File: src/rtl/ram_arbiter.sv
// rtl/ram_arbiter.sv - two-port round-robin arbiter and sequencer for a single-port data RAM
// Port 0 is the cpu data side, port 1 a secondary master; one transaction in flight at a time.
module ram_arbiter #(
  parameter int ADDR_W   = 12,
  parameter int DATA_W   = 8,
  parameter int READ_LAT = 2
) (
  input  logic              clk,
  input  logic              rst,
  input  logic              req0,
  input  logic              ctrl0,
  input  logic [ADDR_W-1:0] addr0,
  input  logic [DATA_W-1:0] wdata0,
  output logic              ack0,
  output logic [DATA_W-1:0] rdata0,
  input  logic              req1,
  input  logic              ctrl1,
  input  logic [ADDR_W-1:0] addr1,
  input  logic [DATA_W-1:0] wdata1,
  output logic              ack1,
  output logic [DATA_W-1:0] rdata1,
  output logic              ram_request,
  output logic              mem_control,
  output logic [ADDR_W-1:0] address,
  output logic [DATA_W-1:0] ram_data_in,
  input  logic [DATA_W-1:0] ram_data_out,
  output logic [1:0]        grant,
  output logic              busy
);

  generate
    if (READ_LAT < 1 || READ_LAT > 15) begin : g_bad_read_lat
      $error("ram_arbiter: READ_LAT must be in 1..15");
    end
  endgenerate

  // ACCESS covers the first read cycle, so WAIT counts the remaining READ_LAT-1 cycles down to 0.
  localparam logic [3:0] CNT_INIT = (READ_LAT >= 2) ? 4'(READ_LAT - 2) : 4'd0;

  typedef enum logic [1:0] {IDLE, ACCESS, WAIT, DONE} state_t;

  state_t            r_state;
  state_t            w_next;
  logic              r_owner;
  logic              r_last_grant;
  logic              r_ctrl;
  logic [ADDR_W-1:0] r_addr;
  logic [DATA_W-1:0] r_wdata;
  logic [DATA_W-1:0] r_rdata0;
  logic [DATA_W-1:0] r_rdata1;
  logic [3:0]        r_cnt;
  logic              w_start;
  logic              w_sel;
  logic              w_sample;
  logic              w_drive;

  always_comb begin
    w_start  = req0 | req1;
    w_sel    = (req0 && req1) ? ~r_last_grant : req1;
    w_sample = ((r_state == ACCESS) && r_ctrl && (READ_LAT == 1)) ||
               ((r_state == WAIT) && (r_cnt == 4'd0));
  end

  always_ff @(posedge clk or negedge rst) begin
    if (!rst) r_state <= IDLE;
    else      r_state <= w_next;
  end

  always_comb begin
    w_next = r_state;
    case (r_state)
      IDLE:    if (w_start) w_next = ACCESS;
      ACCESS:  w_next = (!r_ctrl || (READ_LAT == 1)) ? DONE : WAIT;
      WAIT:    if (r_cnt == 4'd0) w_next = DONE;
      DONE:    w_next = IDLE;
      default: w_next = IDLE;
    endcase
  end

  always_ff @(posedge clk or negedge rst) begin
    if (!rst) begin
      r_owner      <= 1'b0;
      r_last_grant <= 1'b1;
      r_ctrl       <= 1'b0;
      r_addr       <= '0;
      r_wdata      <= '0;
      r_rdata0     <= '0;
      r_rdata1     <= '0;
      r_cnt        <= 4'd0;
    end else begin
      if (r_state == IDLE && w_start) begin
        r_owner <= w_sel;
        r_ctrl  <= w_sel ? ctrl1  : ctrl0;
        r_addr  <= w_sel ? addr1  : addr0;
        r_wdata <= w_sel ? wdata1 : wdata0;
      end
      if (r_state == ACCESS)
        r_cnt <= CNT_INIT;
      else if (r_state == WAIT && r_cnt != 4'd0)
        r_cnt <= r_cnt - 4'd1;
      if (w_sample) begin
        if (r_owner) r_rdata1 <= ram_data_out;
        else         r_rdata0 <= ram_data_out;
      end
      if (r_state == DONE)
        r_last_grant <= r_owner;
    end
  end

  // Every output below decodes from registered state only.
  assign w_drive     = (r_state == ACCESS) || (r_state == WAIT);
  assign ram_request = w_drive;
  assign mem_control = w_drive & r_ctrl;
  assign address     = w_drive ? r_addr : '0;
  assign ram_data_in = (w_drive && !r_ctrl) ? r_wdata : '0;
  assign grant       = (r_state == IDLE) ? 2'b00 : (r_owner ? 2'b10 : 2'b01);
  assign busy        = (r_state != IDLE);
  assign ack0        = (r_state == DONE) && !r_owner;
  assign ack1        = (r_state == DONE) && r_owner;
  assign rdata0      = r_rdata0;
  assign rdata1      = r_rdata1;

endmodule

File: config.mk
export PLATFORM = sky130hd
export DESIGN_NAME = ram_arbiter
export DESIGN_NICKNAME = d
export VERILOG_FILES = /design/src/rtl/ram_arbiter.sv
export SDC_FILE = /design/constraint.sdc
export NUM_CORES = 1
export LEC_CHECK = 0
export ABC_AREA = 1
export BUFFER_PORTS_ARGS = -buffer_cell sky130_fd_sc_hd__buf_2
export CAP_MARGIN = 20
export CELL_PAD_IN_SITES_DETAIL_PLACEMENT = 0
export CELL_PAD_IN_SITES_GLOBAL_PLACEMENT = 1
export CORE_ASPECT_RATIO = 1.1
export CORE_UTILIZATION = 34
export DETAILED_ROUTE_END_ITERATION = 10
export GPL_ROUTABILITY_DRIVEN = 0
export PLACE_DENSITY_LB_ADDON = 0.1
export SLEW_MARGIN = 0
export SYNTH_ARGS = -nofsm -noshare
export SYNTH_HDL_FRONTEND = slang
export SYNTH_SLANG_ARGS = --single-unit
File: constraint.sdc
create_clock -name clk -period 1.7 [get_ports clk]
set_clock_uncertainty 0.1 [all_clocks]
set_input_delay 0.17 -clock clk [delete_from_list [all_inputs] [get_ports clk]]
set_output_delay 0.17 -clock clk [all_outputs]
set_load 0.1 [all_outputs]
==> out/results.tsv, run 1 <==
metric	value	unit
antenna violations before repair	0	
buffer and inverter count on the worst path	4	
Reg clk slew, reported paths	90	ps
syn_area_per_cell	8.02	µm²
share of synthesized area spent on multiplexers	0	%
Netlist cell types	21	
failing checks	setup timing	
Setup violations, final	22	
Initial Util	35.8	%
area of the core	6710	µm²
Cells after Synth	300	
main combinational cell family by area after synthesis	simple AND/OR/NAND/NOR gates	
vias in the first global route	2184	
Root Buffer	clkbuf_8	
drt initial violations	69	
Area contributors post-synth	dfrtp_1 46%, nand2_1 13%, inv_1 8.0%	
Final Slew Violations	0	
Fmax	0.553	GHz
WP data arrival	1540	ps
P&R area growth vs syn	59.6	%
Worst path max stage delay	380	ps
Total Wirelength	5.86	mm
sequential fraction of the synthesis area	46.9	%
Compound-Gate Fraction of Synth Area	13.5	%
Max Cap Viol	0	
final worst setup slack	-107	ps
Die X	82.2	µm
drt via density	4.57	
Sink Count	45	
Pre-antenna DRT Iters	4	
first-pass GRT wire length	9.89	mm
Crit Path Max Fanout	6	
DR WL/cell	11.8	µm
DP Worst Slack	118	ps
status	finished with violations	
commonest cells after routing, fill and taps aside	69 x buf_2, 68 x nand2_1, 43 x dfrtp_1	
dpl cell area	3570	µm²
worst path cell trace	inv_2 -> ha_4 -> buf_4 -> nand2_2 -> clkinvlp_4 -> buf_12	
Worst-Skew Late Latency	290	ps
Worst Hold Margin	17.8	ps
Final nets	472	
yosys warns	0	
input/output buffers	96	
area of the multi-input gates	1160	µm²
Yosys top cell area share	45.8	%
Synthesized Nets	360	
#FFs+latches synth	45	
Bufs on Longest Clock Path	2	
diodes inserted	0	
post-synthesis adder-cell area fraction	3.12	%
CP Data Required Time	1430	ps
r2r setup slk	150	ps
All-Layer GR Usage	17.3	%
hpwl dp	4.41	mm
simple-gate share of the synthesized area	23.9	%
Hold Vio Cnt, Final	0	
slowest CP cell	dfrtp_1	
CP Class	reg -> out	
grt ovf	0	
xor-xnor portion of the synthesized cell area	0.364	%
dominant cell type by area after synthesis	dfrtp_1	
RSZ-0062 raised after global routing	yes	
Synth Cell Area	2400	µm²
post-route setup TNS	-1910	ps
Worst Tran Pin Value	497	ps
# DRC	0	
Setup crit end kind	output port	
pin count of the biggest net entering global routing	30	
# IOs	97	
clock buffer count from CTS	5	
vias	2264	
startpoint class of the critical path	register	
Row Count	31	
post-route cell area	3840	µm²
crit share post-route	106	%
CP top delay family	buffers and inverters	
H-Tree Level Count	2	
commonest non-fill, non-tap cell in the layout	buf_2	
HP Class	in -> reg	
Max-slew headroom	67.1	%
die height	90.2	µm
filler instances	600	
layout cells sized above 1	44.8	%
CTS tree	done	
die area	7410	µm²
Min Clock Period, post-route	1810	ps
Detail Route Antenna Nets	0	
FF/Latch Area	1130	µm²
==> routing by layer <==
layer	up-vias	track usage, %	wire (µm)
met2	62	28.9	2940
met1	1041	21.6	2510
met5	-	0	0
met3	7	4.77	330
met4	0	4.82	72
li1	1154	-	-
==> metrics by stage <==
| step | std cells | util [%] |
|---|---|---|
| after floorplan | 300 | - |
| after global placement | 479 | 53.2 |
| after detailed placement | 479 | 53.2 |
| after CTS | 494 | 56.4 |
| after global routing | 495 | 57.2 |
| final | 495 | 57.2 |
==> cell families (layout without fill, tap and decap cells) <==
logic type,Yosys count,in the layout
buf+inv,66,179
fa+ha+maj,6,6
flops,45,45
compound gates,43,43
simple gates,139,139
xor+xnor,1,1
==> cells in the mapped netlist (all sizes together) <==
cell type / count
a21oi: 2
buf: 10
clkbuf: 2
dfrtp: 44
dfstp: 1
ha: 6
inv: 54
nand2: 81
nand3: 33
nand4: 1
nor2: 24
o21a: 12
o21ai: 20
o22ai: 9
xor2: 1
==> what timing repair did <==
action	4_1_cts	5_1_grt
hold buffers	1	0
setup buffers	6	1
pin swaps	3	1
resized for setup	12	13
hold endpoints to repair	14	0
setup endpoints to repair	22	40
==> registers in the layout, indices dropped and copies added (netlist names) <==
register and cells:
r_addr 12, r_cnt 4, r_ctrl 1, r_last_grant 1, r_owner 1, r_state 2, r_wdata 8, rdata0 8
rdata1 8
==> final cells by class <==
type                    count  area share, %
multi-input cells         189           30.4
clock buffers               5           1.79
repair buffers            117           28.0
clock inverters             3           1.21
well taps                  82           2.67
flip-flops and latches     45           29.4
inverters                  54           6.55
==> worst min-delay path, cell delays in order <==
cell,delay (ps)
buf_2,90
inv_1,60
o21ai_1,60
==> worst paths after layout <==
kind,start,end,cells after the start
worst max register to register,r_state[0],r_cnt[3],9
worst min register to register,r_last_grant,r_last_grant,2
worst max-delay path,r_state[1],address[3],6
min in group asynchronous,rst,r_ctrl,2
worst min-delay path,ram_data_out[7],rdata1[7],3
max in group asynchronous,rst,r_wdata[1],3
Power of run 1 is not shown: default switching activity piles up to over one toggle a cycle in this logic, so the estimate is an artifact.
==> run 2: changes to the inputs <==
Settings changed: CORE_MARGIN from default to 2, MAX_ROUTING_LAYER from default to met4, PLACE_DENSITY from default to 0.84, PLACE_DENSITY_LB_ADDON 0.1 to default.
==> out/results.tsv, run 2 (same netlist as run 1, synthesis figures left out) <==
metric	value	unit	change
diodes inserted	0		unchanged
All-Layer GR Usage	16.0	%	-1.3 points
die area	7760	µm²	+4.7%
Min Clock Period, post-route	1800	ps	-9.90 ps
Fmax	0.556	GHz	+0.55%
antenna violations before repair	0		unchanged
Hold Vio Cnt, Final	0		unchanged
CP Class	reg -> out		
met3 Track Usage GR	1.89	%	-2.9 points
drt initial violations	77		+12%
Sink Count	45		unchanged
CTS tree	done		
met1 Track Usage GR	18.9	%	-2.7 points
area of the core	6930	µm²	+3.2%
startpoint class of the critical path	register		
pin count of the biggest net entering global routing	29		-3.3%
Max-slew headroom	67.2	%	+0.13 points
HP Class	in -> reg		
Setup crit end kind	output port		
commonest non-fill, non-tap cell in the layout	buf_2		
commonest cells after routing, fill and taps aside	69 x buf_2, 67 x nand2_1, 43 x dfrtp_1		
final worst setup slack	-97.6	ps	+9.90 ps
max reg flops	12		unchanged
Reg clk slew, reported paths	80	ps	about the same
Setup violations, final	21		-4.5%
crit share post-route	106	%	-0.58 points
Bufs on Longest Clock Path	2		unchanged
failing checks	setup timing		
Detail Route Antenna Nets	0		unchanged
WP data arrival	1530	ps	about the same
grt ovf	0		unchanged
Pre-antenna DRT Iters	4		unchanged
Final nets	465		-1.5%
Max Cap Viol	0		unchanged
worst r2r src	r_state[0]		
Root Buffer	clkbuf_8		
Reg with most FFs	r_addr		
GRT busiest layer	met2		
Final Slew Violations	0		unchanged
Die X	84.2	µm	+2.4%
Worst Hold Launch	ram_data_out[6]		
DR WL/cell	11.8	µm	-0.32%
# DRC	0		unchanged
drt via density	4.59		+0.28%
Row Count	32		+3.2%
Crit Path Max Fanout	14		+8
dpl cell area	3560	µm²	-0.18%
RSZ-0062 raised after global routing	yes		
die height	92.2	µm	+2.2%
post-route cell area	3780	µm²	-1.6%
input/output buffers	96		unchanged
Worst Tran Pin Value	495	ps	-1.98 ps
global-route met2 utilization	28.6	%	-0.29 points
P&R area growth vs syn	57.0	%	
vias in the first global route	2211		+1.2%
status	finished with violations		
Total Wirelength	5.79	mm	-1.1%
vias	2252		-0.53%
hpwl dp	4.41	mm	about the same
CP Data Required Time	1430	ps	about the same
layout cells sized above 1	44.1	%	-0.71 points
clock buffer count from CTS	5		unchanged
Initial Util	34.7	%	-1.1 points
H-Tree Level Count	2		unchanged
launch point of the worst path	r_state[0]		
Worst-Skew Late Latency	290	ps	about the same
# IOs	97		unchanged
r2r setup slk	170	ps	+20 ps
first-pass GRT wire length	9.83	mm	-0.56%
run 2: layer usage:
layer,up-vias,part of all wire (%)
met4,0,1.6
met5,-,0
met2,51,53
li1,1143,-
met3,6,3.0
met1,1052,42
run 2: area by class of cell:
| class | count | area, µm² |
|---|---|---|
| Clock buffer | 7 | 96.3 |
| Timing Repair Buffer | 110 | 1030 |
| Fill cell | 645 | 3150 |
| Multi-Input combinational cell | 189 | 1160 |
| Inverter | 54 | 251 |
| Tap cell | 85 | 106 |
| Sequential cell | 45 | 1130 |
| Clock inverter | 1 | 5.00 |
run 2: critical path, cell delays in order, from the launching register on:
cell and delay (ps):
dfrtp_1 390, inv_2 90, ha_4 230, buf_12 160
nand2_2 80, clkinvlp_4 100, buf_12 170
run 2: through the flow:
stage               utilization [%]  cells  setup slack, ps  hold WS [ps]  setup TNS [ps]
finish                         54.5    491            -97.6          23.1           -1500
global route                   54.5    491             -154          28.1           -2820
CTS                            53.8    490             -100          14.2           -1680
detailed placement             51.4    479              113          36.7               0
global placement               51.4    479              154          27.0               0
floorplan                         -    300             -235          -226           -4100
run 2: what timing repair did:
item,in CTS,in global routing
buffers inserted,2,1
pin swaps,1,0
endpoints found under the hold margin,16,0
resized for setup,12,10
endpoints found under the setup margin,22,33
hold buffers,1,0
run 2: worst paths after layout:
check                                     to  depth (start not counted)
worst max register to register     r_addr[3]                          7
max in group asynchronous            r_owner                          3
worst min-delay path               rdata1[6]                          3
worst max-delay path              address[3]                          6
min in group asynchronous         r_wdata[4]                          2
worst min register to register  r_last_grant                          2
Power of run 2 is left out for the same reason.
